### src/rtl/controle_placar_if.sv
// Scoreboard control bus: point buttons, mode selects and score/indicator outputs.
interface controle_placar_if;
  logic       A;
  logic       B;
  logic       C;
  logic       ChaveNegativaPositiva;
  logic       MudarTime;
  logic       zerar;
  logic [6:0] pontos_time0;
  logic [6:0] pontos_time1;
  logic       buzzer;
  logic       led;
  logic       ocupado;

  modport master (
    output A, B, C, ChaveNegativaPositiva, MudarTime, zerar,
    input  pontos_time0, pontos_time1, buzzer, led, ocupado
  );

  modport slave (
    input  A, B, C, ChaveNegativaPositiva, MudarTime, zerar,
    output pontos_time0, pontos_time1, buzzer, led, ocupado
  );
endinterface

### src/rtl/controle_placar.sv
// Scoreboard sequencer: synchronises and debounces the point buttons, validates
// each accepted press against the selected team's score and commits exactly one
// add/subtract per press. Illegal requests pulse the buzzer instead.
module controle_placar #(
  parameter int DEB_CYCLES  = 4,
  parameter int BUZZ_CYCLES = 8,
  parameter int MAX_PONTOS  = 99
) (
  input  logic               clk,
  input  logic               rst,
  controle_placar_if.slave   bus
);

  typedef enum logic [1:0] {
    IDLE    = 2'd0,
    DEB     = 2'd1,
    APPLY   = 2'd2,
    RELEASE = 2'd3
  } state_t;

  localparam logic [7:0] DEB_LAST  = 8'(DEB_CYCLES - 1);
  localparam logic [7:0] BUZZ_LAST = 8'(BUZZ_CYCLES - 1);
  localparam logic [7:0] MAX8      = 8'(MAX_PONTOS);

  // Point value of a one-hot button code; zero marks an invalid combination.
  function automatic logic [1:0] valor_ponto(input logic [2:0] code);
    logic [1:0] v;
    case (code)
      3'b001:  v = 2'd1;
      3'b010:  v = 2'd2;
      3'b100:  v = 2'd3;
      default: v = 2'd0;
    endcase
    return v;
  endfunction

  logic [2:0] sync1_r, sync2_r, cap_r, cap_s;
  logic [2:0] code_s;
  state_t     state_r, state_s;
  logic [7:0] cnt_r, cnt_s;
  logic [6:0] t0_r, t1_r;
  logic [7:0] buzz_cnt_r;
  logic       buzzer_r, led_r, ocupado_r;

  logic [1:0] val_s;
  logic [6:0] sel_s, res_s;
  logic [7:0] sum_s;
  logic       valid_s, apply_s;

  assign code_s = sync2_r;
  assign apply_s = (state_r == APPLY);

  // Two-flop synchroniser for the asynchronous buttons, packed as {C,B,A}.
  always_ff @(posedge clk) begin
    if (rst) begin
      sync1_r <= 3'b000;
      sync2_r <= 3'b000;
    end else begin
      sync1_r <= {bus.C, bus.B, bus.A};
      sync2_r <= sync1_r;
    end
  end

  // FSM state, debounce counter and captured code registers.
  always_ff @(posedge clk) begin
    if (rst) begin
      state_r <= IDLE;
      cnt_r   <= 8'd0;
      cap_r   <= 3'b000;
    end else begin
      state_r <= state_s;
      cnt_r   <= cnt_s;
      cap_r   <= cap_s;
    end
  end

  // Next-state logic: debounce press, single apply, then debounce release.
  always_comb begin
    state_s = state_r;
    cnt_s   = cnt_r;
    cap_s   = cap_r;
    case (state_r)
      IDLE: begin
        if (code_s != 3'b000) begin
          state_s = DEB;
          cap_s   = code_s;
          cnt_s   = 8'd0;
        end else begin
          state_s = IDLE;
        end
      end
      DEB: begin
        if (code_s != cap_r) begin
          state_s = IDLE;
          cnt_s   = 8'd0;
        end else if (cnt_r == DEB_LAST) begin
          state_s = APPLY;
          cnt_s   = 8'd0;
        end else begin
          cnt_s = cnt_r + 8'd1;
        end
      end
      APPLY: begin
        state_s = RELEASE;
        cnt_s   = 8'd0;
      end
      RELEASE: begin
        if (code_s != 3'b000) begin
          cnt_s = 8'd0;
        end else if (cnt_r == DEB_LAST) begin
          state_s = IDLE;
          cnt_s   = 8'd0;
        end else begin
          cnt_s = cnt_r + 8'd1;
        end
      end
      default: begin
        state_s = IDLE;
        cnt_s   = 8'd0;
      end
    endcase
  end

  // Evaluate the captured press against the selected team's score (8-bit sum).
  always_comb begin
    val_s   = valor_ponto(cap_r);
    sel_s   = bus.MudarTime ? t1_r : t0_r;
    sum_s   = {1'b0, sel_s} + {6'd0, val_s};
    res_s   = sel_s;
    valid_s = 1'b0;
    if (val_s == 2'd0) begin
      valid_s = 1'b0;
    end else if (bus.ChaveNegativaPositiva) begin
      valid_s = ({5'd0, val_s} <= sel_s);
      res_s   = sel_s - {5'd0, val_s};
    end else begin
      valid_s = (sum_s <= MAX8);
      res_s   = sum_s[6:0];
    end
  end

  // Score registers: clear has priority over a same-cycle commit.
  always_ff @(posedge clk) begin
    if (rst) begin
      t0_r <= 7'd0;
      t1_r <= 7'd0;
    end else if (bus.zerar) begin
      t0_r <= 7'd0;
      t1_r <= 7'd0;
    end else if (apply_s && valid_s) begin
      if (bus.MudarTime) begin
        t1_r <= res_s;
      end else begin
        t0_r <= res_s;
      end
    end else begin
      t0_r <= t0_r;
      t1_r <= t1_r;
    end
  end

  // Indicator outputs: commit pulse, buzzer timer and busy flag.
  always_ff @(posedge clk) begin
    if (rst) begin
      led_r      <= 1'b0;
      buzzer_r   <= 1'b0;
      buzz_cnt_r <= 8'd0;
      ocupado_r  <= 1'b0;
    end else begin
      led_r     <= apply_s && valid_s && !bus.zerar;
      ocupado_r <= (state_s != IDLE);
      if (apply_s && !valid_s && !bus.zerar) begin
        buzz_cnt_r <= BUZZ_LAST;
        buzzer_r   <= 1'b1;
      end else if (buzz_cnt_r != 8'd0) begin
        buzz_cnt_r <= buzz_cnt_r - 8'd1;
        buzzer_r   <= 1'b1;
      end else begin
        buzz_cnt_r <= 8'd0;
        buzzer_r   <= 1'b0;
      end
    end
  end

  assign bus.pontos_time0 = t0_r;
  assign bus.pontos_time1 = t1_r;
  assign bus.buzzer       = buzzer_r;
  assign bus.led          = led_r;
  assign bus.ocupado      = ocupado_r;

endmodule

### src/flat_wrapper.sv
// flat-port wrapper written by rule: the top's interface ports become plain ports
module controle_placar_flat 
#(
  parameter int DEB_CYCLES  = 4,
  parameter int BUZZ_CYCLES = 8,
  parameter int MAX_PONTOS  = 99
)
  (clk, rst, bus_A, bus_B, bus_C, bus_ChaveNegativaPositiva, bus_MudarTime, bus_zerar, bus_pontos_time0, bus_pontos_time1, bus_buzzer, bus_led, bus_ocupado);
  controle_placar_if bus_i ();
  input  logic clk;
  input  logic rst;
  input wire logic [$bits(bus_i.A)-1:0] bus_A;
  input wire logic [$bits(bus_i.B)-1:0] bus_B;
  input wire logic [$bits(bus_i.C)-1:0] bus_C;
  input wire logic [$bits(bus_i.ChaveNegativaPositiva)-1:0] bus_ChaveNegativaPositiva;
  input wire logic [$bits(bus_i.MudarTime)-1:0] bus_MudarTime;
  input wire logic [$bits(bus_i.zerar)-1:0] bus_zerar;
  output wire logic [$bits(bus_i.pontos_time0)-1:0] bus_pontos_time0;
  output wire logic [$bits(bus_i.pontos_time1)-1:0] bus_pontos_time1;
  output wire logic [$bits(bus_i.buzzer)-1:0] bus_buzzer;
  output wire logic [$bits(bus_i.led)-1:0] bus_led;
  output wire logic [$bits(bus_i.ocupado)-1:0] bus_ocupado;
  assign bus_i.A = bus_A;
  assign bus_i.B = bus_B;
  assign bus_i.C = bus_C;
  assign bus_i.ChaveNegativaPositiva = bus_ChaveNegativaPositiva;
  assign bus_i.MudarTime = bus_MudarTime;
  assign bus_i.zerar = bus_zerar;
  assign bus_pontos_time0 = bus_i.pontos_time0;
  assign bus_pontos_time1 = bus_i.pontos_time1;
  assign bus_buzzer = bus_i.buzzer;
  assign bus_led = bus_i.led;
  assign bus_ocupado = bus_i.ocupado;
  controle_placar #(.DEB_CYCLES(DEB_CYCLES), .BUZZ_CYCLES(BUZZ_CYCLES), .MAX_PONTOS(MAX_PONTOS)) u_core (.clk(clk), .rst(rst), .bus(bus_i));
endmodule
### config.mk
export PLATFORM = sky130hd
export DESIGN_NAME = controle_placar_flat
export DESIGN_NICKNAME = d
export VERILOG_FILES = /design/src/rtl/controle_placar_if.sv /design/src/rtl/controle_placar.sv /design/src/flat_wrapper.sv
export SDC_FILE = /design/constraint.sdc
export NUM_CORES = 1
export LEC_CHECK = 0
export ABC_CLOCK_PERIOD_IN_PS = 6280
export BUFFER_PORTS_ARGS = -buffer_cell sky130_fd_sc_hd__buf_2
export CAP_MARGIN = 10
export CORE_ASPECT_RATIO = 1.2
export CORE_MARGIN = 2
export CORE_UTILIZATION = 60
export CTS_BUF_LIST = sky130_fd_sc_hd__clkbuf_8
export CTS_CLUSTER_DIAMETER = 80
export DETAILED_ROUTE_END_ITERATION = 16
export PLACE_DENSITY_LB_ADDON = 0.3
export SLEW_MARGIN = 0
export SYNTH_ARGS = -nofsm -noshare
export SYNTH_HDL_FRONTEND = slang
export SYNTH_SLANG_ARGS = --single-unit
### constraint.sdc
create_clock -name clk -period 6.28 [get_ports clk]
set_input_delay 1.256 -clock clk [delete_from_list [all_inputs] [get_ports clk]]
set_output_delay 1.256 -clock clk [all_outputs]
set_load 0.02 [all_outputs]
# Word-level counts from Yosys, hierarchy flattened

Cells that the tools add are included.
W data, S select, Z words.

Logic and storage cells: 66
Register bits: 44
Output and inout bits: 17

$lt $le $gt $ge: 2
Add/sub/neg operators: 4
Muxes and demuxes: 21
Bitwise operators: 2
Equality and inequality tests: 9
Reductions and logical operators: 16

Operators with widths:

| cell                  | count |
|---|---|
| $mux W8               | 4 |
| $pmux W8 S4           | 1 |
| $mux W7               | 3 |
| $add A7 B2 Y8         | 1 |
| $add A8 B1 Y8 const B | 1 |
| $eq A8 B2 Y1 const B  | 1 |
| $le A8 B7 Y1 const B  | 1 |
| $mux W2               | 4 |
| $pmux W2 S4           | 1 |
| $reduce_bool A8 Y1    | 1 |
| $sub A8 B1 Y8 const B | 1 |
| $le A2 B7 Y1          | 1 |
| $sub A7 B2 Y7         | 1 |
| $mux W3               | 2 |
| $pmux W2 S3           | 1 |
| $reduce_and A2 Y1     | 3 |
| $mux W1               | 5 |
| $eq A2 B2 Y1 const B  | 2 |
| $logic_and A1 B1 Y1   | 4 |
| $logic_not A2 Y1      | 2 |
| $eq A3 B1 Y1 const B  | 1 |
| $eq A3 B2 Y1 const B  | 1 |
| $eq A3 B3 Y1 const B  | 1 |
| $ne A3 B3 Y1          | 1 |
| other kinds (8)       | 10 |

# Depth between registers and ports, before layout

Gate-level depths: netlist of the first run.

Depth in word-level cells: 10
Gate-level depth with buffers: 12
Mapped depth without buffers: 11

# Worst setup path after synthesis of the first run

No wires, ideal clock.

Path kind: input to register
Start point: input port bus_MudarTime
End point: register u_core.t1_r[1] (netlist: u_core.bus.pontos_time1[1])
Buffers on the path: 2
Cell stages on the path: 12
Arrival: 3.975 ns
Slack: 2.184 ns
Cell sequence: buf_6 -> buf_2 -> mux2_2 -> ha_1 -> inv_1 -> fa_1 -> nand2b_1 -> o32ai_2 -> xor2_2 -> a41oi_4 -> o211ai_4 -> mux2_4

Longest elaborated chain between the ends: 7
Elaborated cells on any way between the ends: 11
Those cells by class: add/sub (2); order compare (2); mux (5); reduce/logical (2)

RTL lines:

| what                        | line                   | text |
|---|---|---|
| start: declaration          | flat_wrapper.sv:16     | `input wire logic [$bits(bus_i.MudarTime)-1:0] bus_MudarTime;` |
| $mux W7                     | controle_placar.sv:127 | `sel_s = bus.MudarTime ? t1_r : t0_r;` |
| $add A7 B2 Y8               | controle_placar.sv:128 | `sum_s = {1'b0, sel_s} + {6'd0, val_s};` |
| $le A8 B7 Y1                | controle_placar.sv:137 | `valid_s = (sum_s <= MAX8);` |
| $mux W1                     | controle_placar.sv:133 | `end else if (bus.ChaveNegativaPositiva) begin` |
| $mux W1                     | controle_placar.sv:131 | `if (val_s == 2'd0) begin` |
| $logic_and A1 B1 Y1         | controle_placar.sv:150 | `end else if (apply_s && valid_s) begin` |
| $reduce_and A2 Y1 (no line) | -                      |  |
| end signal: assignment      | controle_placar.sv:152 | `t1_r <= res_s;` |
| end signal: assignment      | controle_placar.sv:158 | `t1_r <= t1_r;` |
| end: declaration            | controle_placar.sv:41  | `logic [6:0] t0_r, t1_r;` |

Several ways; a longest one is shown, not always the timed one.
A chain may end at the register's enable or synchronous reset.

# Worst setup path after layout of the first run

Start point: input port bus_MudarTime
End point: register u_core.t1_r[6] (netlist: u_core.bus.pontos_time1[6])

Same word-level chain as after synthesis.

==> metrics.cfg, run 1 <==
[status]
outcome = finished, final reports clean

[synth]
ys_ff_latch = 44
synth_nets = 309
synth_area_leaders = dfxtp_1 35%, mux2i_1 5.1%, nor2_1 4.7%
synthCells = 292
synth.distinct_cells = 56
synth_seq_area_share_pct = 34.6
synth_top_cell_area_share_pct = 34.6
yosysTopAreaCell = dfxtp_1
synthArstFlopShare_pct = 0
synth_warnings = 0
synth_area_sq_um = 2550
synth_edf_count = 0
syn_avg_cell_area_sq_um = 8.73
synth-main-ff-cell = dfxtp_1

[power]
p_leak_nw = 1.19
p_per_area_nw_per_um2 = 257
seq_power_share_pct = 45.5
switching_power_w = 0.000221
comb_power_share_pct = 23.6
swShare_pct = 30.6
power_frac_clock_pct = 30.9
peakVddDrop_mv = 0.197
p_int_w = 0.000502

[timing]
finalSetupTns_ns = 0
rsz0062_at_grt = false
fin_crit_ns = 4.05
hold_viol_final = 0
fin_crit_sh_pct = 64.5
slew_viol_final = 0
worst_pin_slew_ns = 0.834
clock.fmax_mhz = 247
fin_hold_ws_ns = 0.436
setup-violations-final = 0
max_slew_margin_pct = 42.8
skew_ns = 0.0141

[routing]
vias = 2113
met2_length_um = 2860
wl_met1_um = 2240
drt_first_pass_iters = 5
wl_met3_um = 160
wl_per_cell_um = 14.6
routed_via_density = 5.73
dr.first_iter.drc_count = 117
post-route-drc-count = 0
drtAntennaViolNets = 0
drt_wl_total_um = 5410
highest_layer = met4

[place]
io_buffers = 24
place_congestion = 0.822
dp_hpwl_um = 4010

[clocking]
clkSinkCount = 44
cts_root_buf = clkbuf_8
cts_made_buffers = 5
h-tree-depth = 2
tritoncts = built
post_cts_buffers = 0
clk_pin_slew_ns = 0.10
cts-hold-fix-buffers = 0
cts_resized = 0
clk_latency_ns = 0.31
cts_buffer_depth = 2

[floorplan]
core_sq_um = 4000
pin_count = 25
start_util_pct = 63.7
die-area_sq_um = 4790
rows = 25
die_h_um = 75.4
die_w_um = 63.5

[worst_setup_path]
critPathCaptureType = flop
crit_slowest_cell = fa_1
crit_path_max_fanout = 17
critPathTopFamily = compound AO/OA/AOI/OAI gates
cp_slowest_stage_delay_ns = 0.48
cp-start-kind = input pin
critPathKind = input pin to flop
worstPathRequired_ns = 6.48
cp.buffers_inverters = 2
critical_path_arrival_ns = 4.24
critical_path.cell_chain = buf_2 -> mux2_2 -> ha_1 -> inv_1 -> fa_1 -> nand2b_1 -> o32ai_2 -> xor2_2 -> a41oi_4 -> o211ai_4 -> mux2_4

[flow_run]
maxCapViolations = 0

[final_layout]
fin_util_pct = 70.3
antenna_cells = 0
layout-drive-gt1-share_pct = 17.8
regArea_sq_um = 881
fillers = 337
multi_input_area_sq_um = 1570
final_nets = 331
syn_to_final_growth_pct = 10.4

[global_route]
groute.usage.overall_pct = 23.6
antenna_found_initial = 0
grt_pass1_vias = 1955
grt_pass1_wl_um = 8770
grt_start_max_net_pins = 23
grt-ovfl-total = 0

[worst_hold_path]
hp-class = flop to flop

[layout make-up]
| class | count | share of cell area, % |
|---|---|---|
| flip-flops and latches | 44 | 31.3 |
| repair buffers | 26 | 4.80 |
| clock buffers | 5 | 2.45 |
| well taps | 54 | 2.40 |
| clock inverters | 3 | 1.65 |
| multi-input cells | 225 | 55.8 |
| inverters | 12 | 1.60 |
[metal layers]
metal / up-vias / track usage [%]
li1: 1059 / -
met1: 1002 / 25.3
met2: 39 / 46.1
met3: 13 / 3.84
met4: 0 / 10.4
met5: - / 0
[sequential cells by signal, summed over array words and instances, names as in the netlist, 2 cells and up]
signal and cells:
u_core.buzz_cnt_r 8, u_core.cap_r 3, u_core.sync1_r 3, u_core.state_r 2
u_core.cnt_r 8, u_core.code_s 3, u_core.bus.pontos_time0 7, u_core.bus.pontos_time1 7
[power by group through the flow]
stage / Sequential, W / Combinational [W] / Clock (W)
after global routing: 0.000332 / 0.000198 / 0.000238
final: 0.000329 / 0.000171 / 0.000223
after CTS: 0.000328 / 0.000173 / 0.000227
after global placement: 0.000334 / 0.000164 / 0
after detailed placement: 0.000334 / 0.000170 / 0
after floorplan: 0.000333 / 0.000136 / 0
[cells by family (layout without fill, tap and decap cells)]
kind of cell,count (synthesis),in the layout,share of synthesized area (%)
XOR/XNOR,15,15,5.45
AND/OR/NAND/NOR,123,123,25.4
buffers and inverters,23,46,3.88
AO/OA/AOI/OAI,57,57,16.4
adder cells (fa/ha/maj),9,9,5.01
multiplexers,21,21,9.33
flip-flops,44,44,34.6
[worst reg2reg max path: stages, from the launching register on]
cell	delay, ns
dfxtp_1	0.47
xor2_1	0.15
nor2b_1	0.29
inv_1	0.13
fa_1	0.55
nand2b_1	0.22
o32ai_2	0.31
xor2_2	0.25
a41oi_4	0.19
o211ai_4	0.40
mux2_4	0.33
[cell usage after synthesis (all sizes together) (2+ instances only)]
cell type / n
o211ai: 3
o21a: 2
nor2: 32
buf: 4
o21ai: 18
clkbuf: 7
a22oi: 5
mux2i: 14
nand4: 2
or4: 2
xnor2: 7
xor2: 8
and3: 4
nor3: 7
fa: 2
nor4: 4
nor2b: 10
or2: 2
dfxtp: 44
nand2b: 7
nand3: 7
inv: 12
ha: 7
and2: 5
a31o: 2
nand3b: 8
a31oi: 2
mux2: 7
or3: 6
nand2: 24
a21oi: 17
[placed cells by master (no fill, tap or decap), types with 4 or more instances in the layout]
master / instances
o21ai_0: 14
nor2_1: 32
clkbuf_8: 5
a21oi_1: 17
or3_1: 5
nand3_1: 7
nand3b_1: 8
a22oi_1: 5
mux2i_1: 13
xnor2_1: 7
ha_1: 7
nor2b_1: 10
and3_1: 4
nor3_1: 6
xor2_1: 7
nand2_1: 24
dfxtp_1: 44
and2_1: 4
inv_1: 12
nor4_1: 4
buf_2: 24
nand2b_1: 7
mux2_4: 4
[worst paths after layout]
| kind | startpoint | endpoint | slack, ns | depth (start not counted) |
|---|---|---|---|---|
| hold / removal | u_core.sync1_r[0]$_SDFF_PP0_ | u_core.code_s[0]$_SDFF_PP0_ | 0.44 | 1 |
| hold reg to reg | u_core.sync1_r[0]$_SDFF_PP0_ | u_core.code_s[0]$_SDFF_PP0_ | 0.44 | 1 |
| setup reg to reg | u_core.cap_r[2]$_SDFFE_PP0P_ | u_core.bus.pontos_time1[6]$_SDFFE_PP0P_ | 2.87 | 10 |
| setup / recovery | bus_MudarTime | u_core.bus.pontos_time1[6]$_SDFFE_PP0P_ | 2.23 | 11 |
[metrics by stage]
step / instance area [sq um] / cells / setup slack (ns) / power [W]
after floorplan: 2550 / 292 / 2.18 / 0.000468
after global placement: 2700 / 361 / 2.03 / 0.000497
after detailed placement: 2700 / 361 / 1.96 / 0.000504
after CTS: 2810 / 369 / 2.28 / 0.000728
after global routing: 2810 / 369 / 2.05 / 0.000768
final: 2810 / 369 / 2.23 / 0.000723
Power figures use the tool's default switching activity.
==> inputs of run 2 (changes only) <==
--- a/config.mk
+++ b/config.mk
@@ -5,12 +5,12 @@
 export SDC_FILE = /design/constraint.sdc
 export NUM_CORES = 1
 export LEC_CHECK = 0
-export ABC_CLOCK_PERIOD_IN_PS = 6280
+export ABC_CLOCK_PERIOD_IN_PS = 3500
 export BUFFER_PORTS_ARGS = -buffer_cell sky130_fd_sc_hd__buf_2
 export CAP_MARGIN = 10
 export CORE_ASPECT_RATIO = 1.2
 export CORE_MARGIN = 2
-export CORE_UTILIZATION = 60
+export CORE_UTILIZATION = 55
 export CTS_BUF_LIST = sky130_fd_sc_hd__clkbuf_8
 export CTS_CLUSTER_DIAMETER = 80
 export DETAILED_ROUTE_END_ITERATION = 16
==> constraint.sdc (replaced) <==
create_clock -name clk -period 3.5 [get_ports clk]
set_input_delay 0.7 -clock clk [delete_from_list [all_inputs] [get_ports clk]]
set_output_delay 0.7 -clock clk [all_outputs]
set_load 0.02 [all_outputs]
==> metrics.cfg, run 2 (synthesized netlist as in run 1, its figures left out) <==
[routing]
drtAntennaViolNets = 0  ; unchanged
drt_wl_total_um = 5250  ; -2.8%
wl_per_cell_um = 13.9  ; -5.1%
routed_via_density = 5.56  ; -2.9%
dr.first_iter.drc_count = 88  ; -25%
wl_met3_um = 106  ; -34%
met2_length_um = 2790  ; -2.3%
drt_first_pass_iters = 4  ; -1
highest_layer = met4
post-route-drc-count = 0  ; unchanged
vias = 2102  ; -0.52%
wl_met1_um = 2300  ; +2.5%

[flow_run]
maxCapViolations = 0  ; unchanged

[clocking]
cts_buffer_depth = 2  ; unchanged
clk_latency_ns = 0.30  ; about the same
cts-hold-fix-buffers = 0  ; unchanged
h-tree-depth = 2  ; unchanged
cts_root_buf = clkbuf_8
clk_pin_slew_ns = 0.08  ; -0.02 ns
cts_resized = 0  ; unchanged
post_cts_buffers = 0  ; unchanged
clkSinkCount = 44  ; unchanged
cts_made_buffers = 5  ; unchanged
tritoncts = built

[timing]
fin_hold_ws_ns = 0.441  ; +0.00561 ns
max_slew_margin_pct = 57.8  ; +15 points
finalSetupTns_ns = 0  ; unchanged
rsz0062_at_grt = false
skew_ns = 0.0121  ; -0.00199 ns
clock.fmax_mhz = 312
hold_viol_final = 0  ; unchanged
setup-violations-final = 0  ; unchanged
fin_crit_sh_pct = 91.6
worst_pin_slew_ns = 0.628  ; -0.205 ns
fin_crit_ns = 3.21
slew_viol_final = 0  ; unchanged

[final_layout]
syn_to_final_growth_pct = 11.2
layout-drive-gt1-share_pct = 18.8  ; +0.97 points
final_cell_mix = 44 x dfxtp_1, 32 x nor2_1, 24 x nand2_1, 24 x buf_2, 17 x a21oi_1
antenna_cells = 0  ; unchanged
fillers = 415  ; +23%
final_common_cell = dfxtp_1
top_regs = u_core.buzz_cnt_r x8, u_core.cnt_r x8
final_nets = 336  ; +1.5%

[global_route]
grt_pass1_vias = 1998  ; +2.2%
grt_pass1_wl_um = 8940  ; +2.0%
groute.usage.overall_pct = 22.1  ; -1.5 points
grt-ovfl-total = 0  ; unchanged
grt_start_max_net_pins = 23  ; unchanged
antenna_found_initial = 0  ; unchanged

[worst_hold_path]
hp-class = flop to flop
min_from = u_core.sync1_r[0]$_SDFF_PP0_

[worst_setup_path]
regToRegSetupSlack_ns = 0.29  ; -2.58 ns
critPathKind = flop to flop
r2r-start = u_core.cap_r[2]$_SDFFE_PP0P_
r2r-end = u_core.bus.pontos_time1[4]$_SDFFE_PP0P_
cp-start-kind = flop
worstPathRequired_ns = 3.73  ; -2.75 ns
reg2regPathDepth = 11  ; +1
critical_path_arrival_ns = 3.43  ; -0.81 ns
worstSetupStartpoint = u_core.cap_r[2]$_SDFFE_PP0P_
critPathCaptureType = flop
crit_path_max_fanout = 6  ; -11
cp-endpoint = u_core.bus.pontos_time1[4]$_SDFFE_PP0P_

[place]
dp_hpwl_um = 3910  ; -2.4%
io_buffers = 24  ; unchanged
place_congestion = 0.839  ; +2.1%

[floorplan]
die-area_sq_um = 5200  ; +8.6%
die_h_um = 78.6  ; +4.2%
pin_count = 25  ; unchanged
start_util_pct = 56.3  ; -7.4 points
rows = 27  ; +8.0%
die_w_um = 66.1  ; +4.2%
core_sq_um = 4530  ; +13%

[power]
p_per_area_nw_per_um2 = 431  ; +68%
peakVddDrop_mv = 0.322  ; +64%
p_leak_nw = 1.21  ; +1.3%

[status]
outcome = finished, final reports clean

-- run 2: cell count changes in the layout (fill, tap and decap cells not counted), sizes merged --
| cell | previous run | this run |
|---|---|---|
| bufinv | 1 | 0 |
| buf | 26 | 31 |
| clkbuf | 5 | 6 |
-- run 2: area by class of cell --
class	count	area [sq um]	area share, %
Clock inverter	2	11.3	0.397
Inverter	12	45.0	1.59
Sequential cell	44	881	31.1
Clock buffer	6	82.6	2.91
Multi-Input combinational cell	225	1570	55.4
Timing Repair Buffer	31	173	6.09
Tap cell	58	72.6	2.56
-- run 2: how the worst min path moves through the flow --
stage,end,cells past startpoint
final,u_core.code_s[0]$_SDFF_PP0_,1
after global routing,u_core.code_s[0]$_SDFF_PP0_,1
after CTS,u_core.code_s[0]$_SDFF_PP0_,1
after detailed placement,u_core.code_s[0]$_SDFF_PP0_,1
after global placement,u_core.code_s[1]$_SDFF_PP0_,1
after floorplan,u_core.code_s[0]$_SDFF_PP0_,1
-- run 2: worst max-delay path: stages, from the launching register on --
cell	delay, ns
dfxtp_1	0.46
xor2_1	0.16
nor2b_1	0.31
inv_1	0.14
fa_1	0.48
nand2b_1	0.19
o32ai_2	0.28
xor2_2	0.26
a41oi_4	0.19
o211ai_4	0.25
buf_4	0.22
mux2i_1	0.19
-- run 2: routing by layer --
metal / vias to the layer above / global-route usage, %
met4: 0 / 7.14
met1: 1002 / 25.4
li1: 1074 / -
met5: - / 0
met3: 5 / 4.01
met2: 21 / 40.3
-- run 2: through the flow --
step | setup slack (ns) | util [%] | total power, W | instance area, sq um | instances
3_3_place_gp | 0.195 | 60.5 | 0.000898 | 2740 | 370
3_5_place_dp | 0.123 | 60.5 | 0.000903 | 2740 | 370
2_1_floorplan | 0.0164 | - | 0.000840 | 2550 | 292
6_report | 0.293 | 62.6 | 0.00122 | 2830 | 378
4_1_cts | 0.285 | 62.6 | 0.00123 | 2830 | 378
5_1_grt | 0.0561 | 62.6 | 0.00131 | 2830 | 378
-- run 2: power breakdown --
part	internal (W)	total (W)	switching (W)	leakage [nW]
Sequential	0.000553	0.000590	0.0000369	0.359
Combinational	0.000132	0.000303	0.000171	0.798
Clock	0.000158	0.000328	0.000170	0.0486
Total	0.000843	0.00122	0.000378	1.21
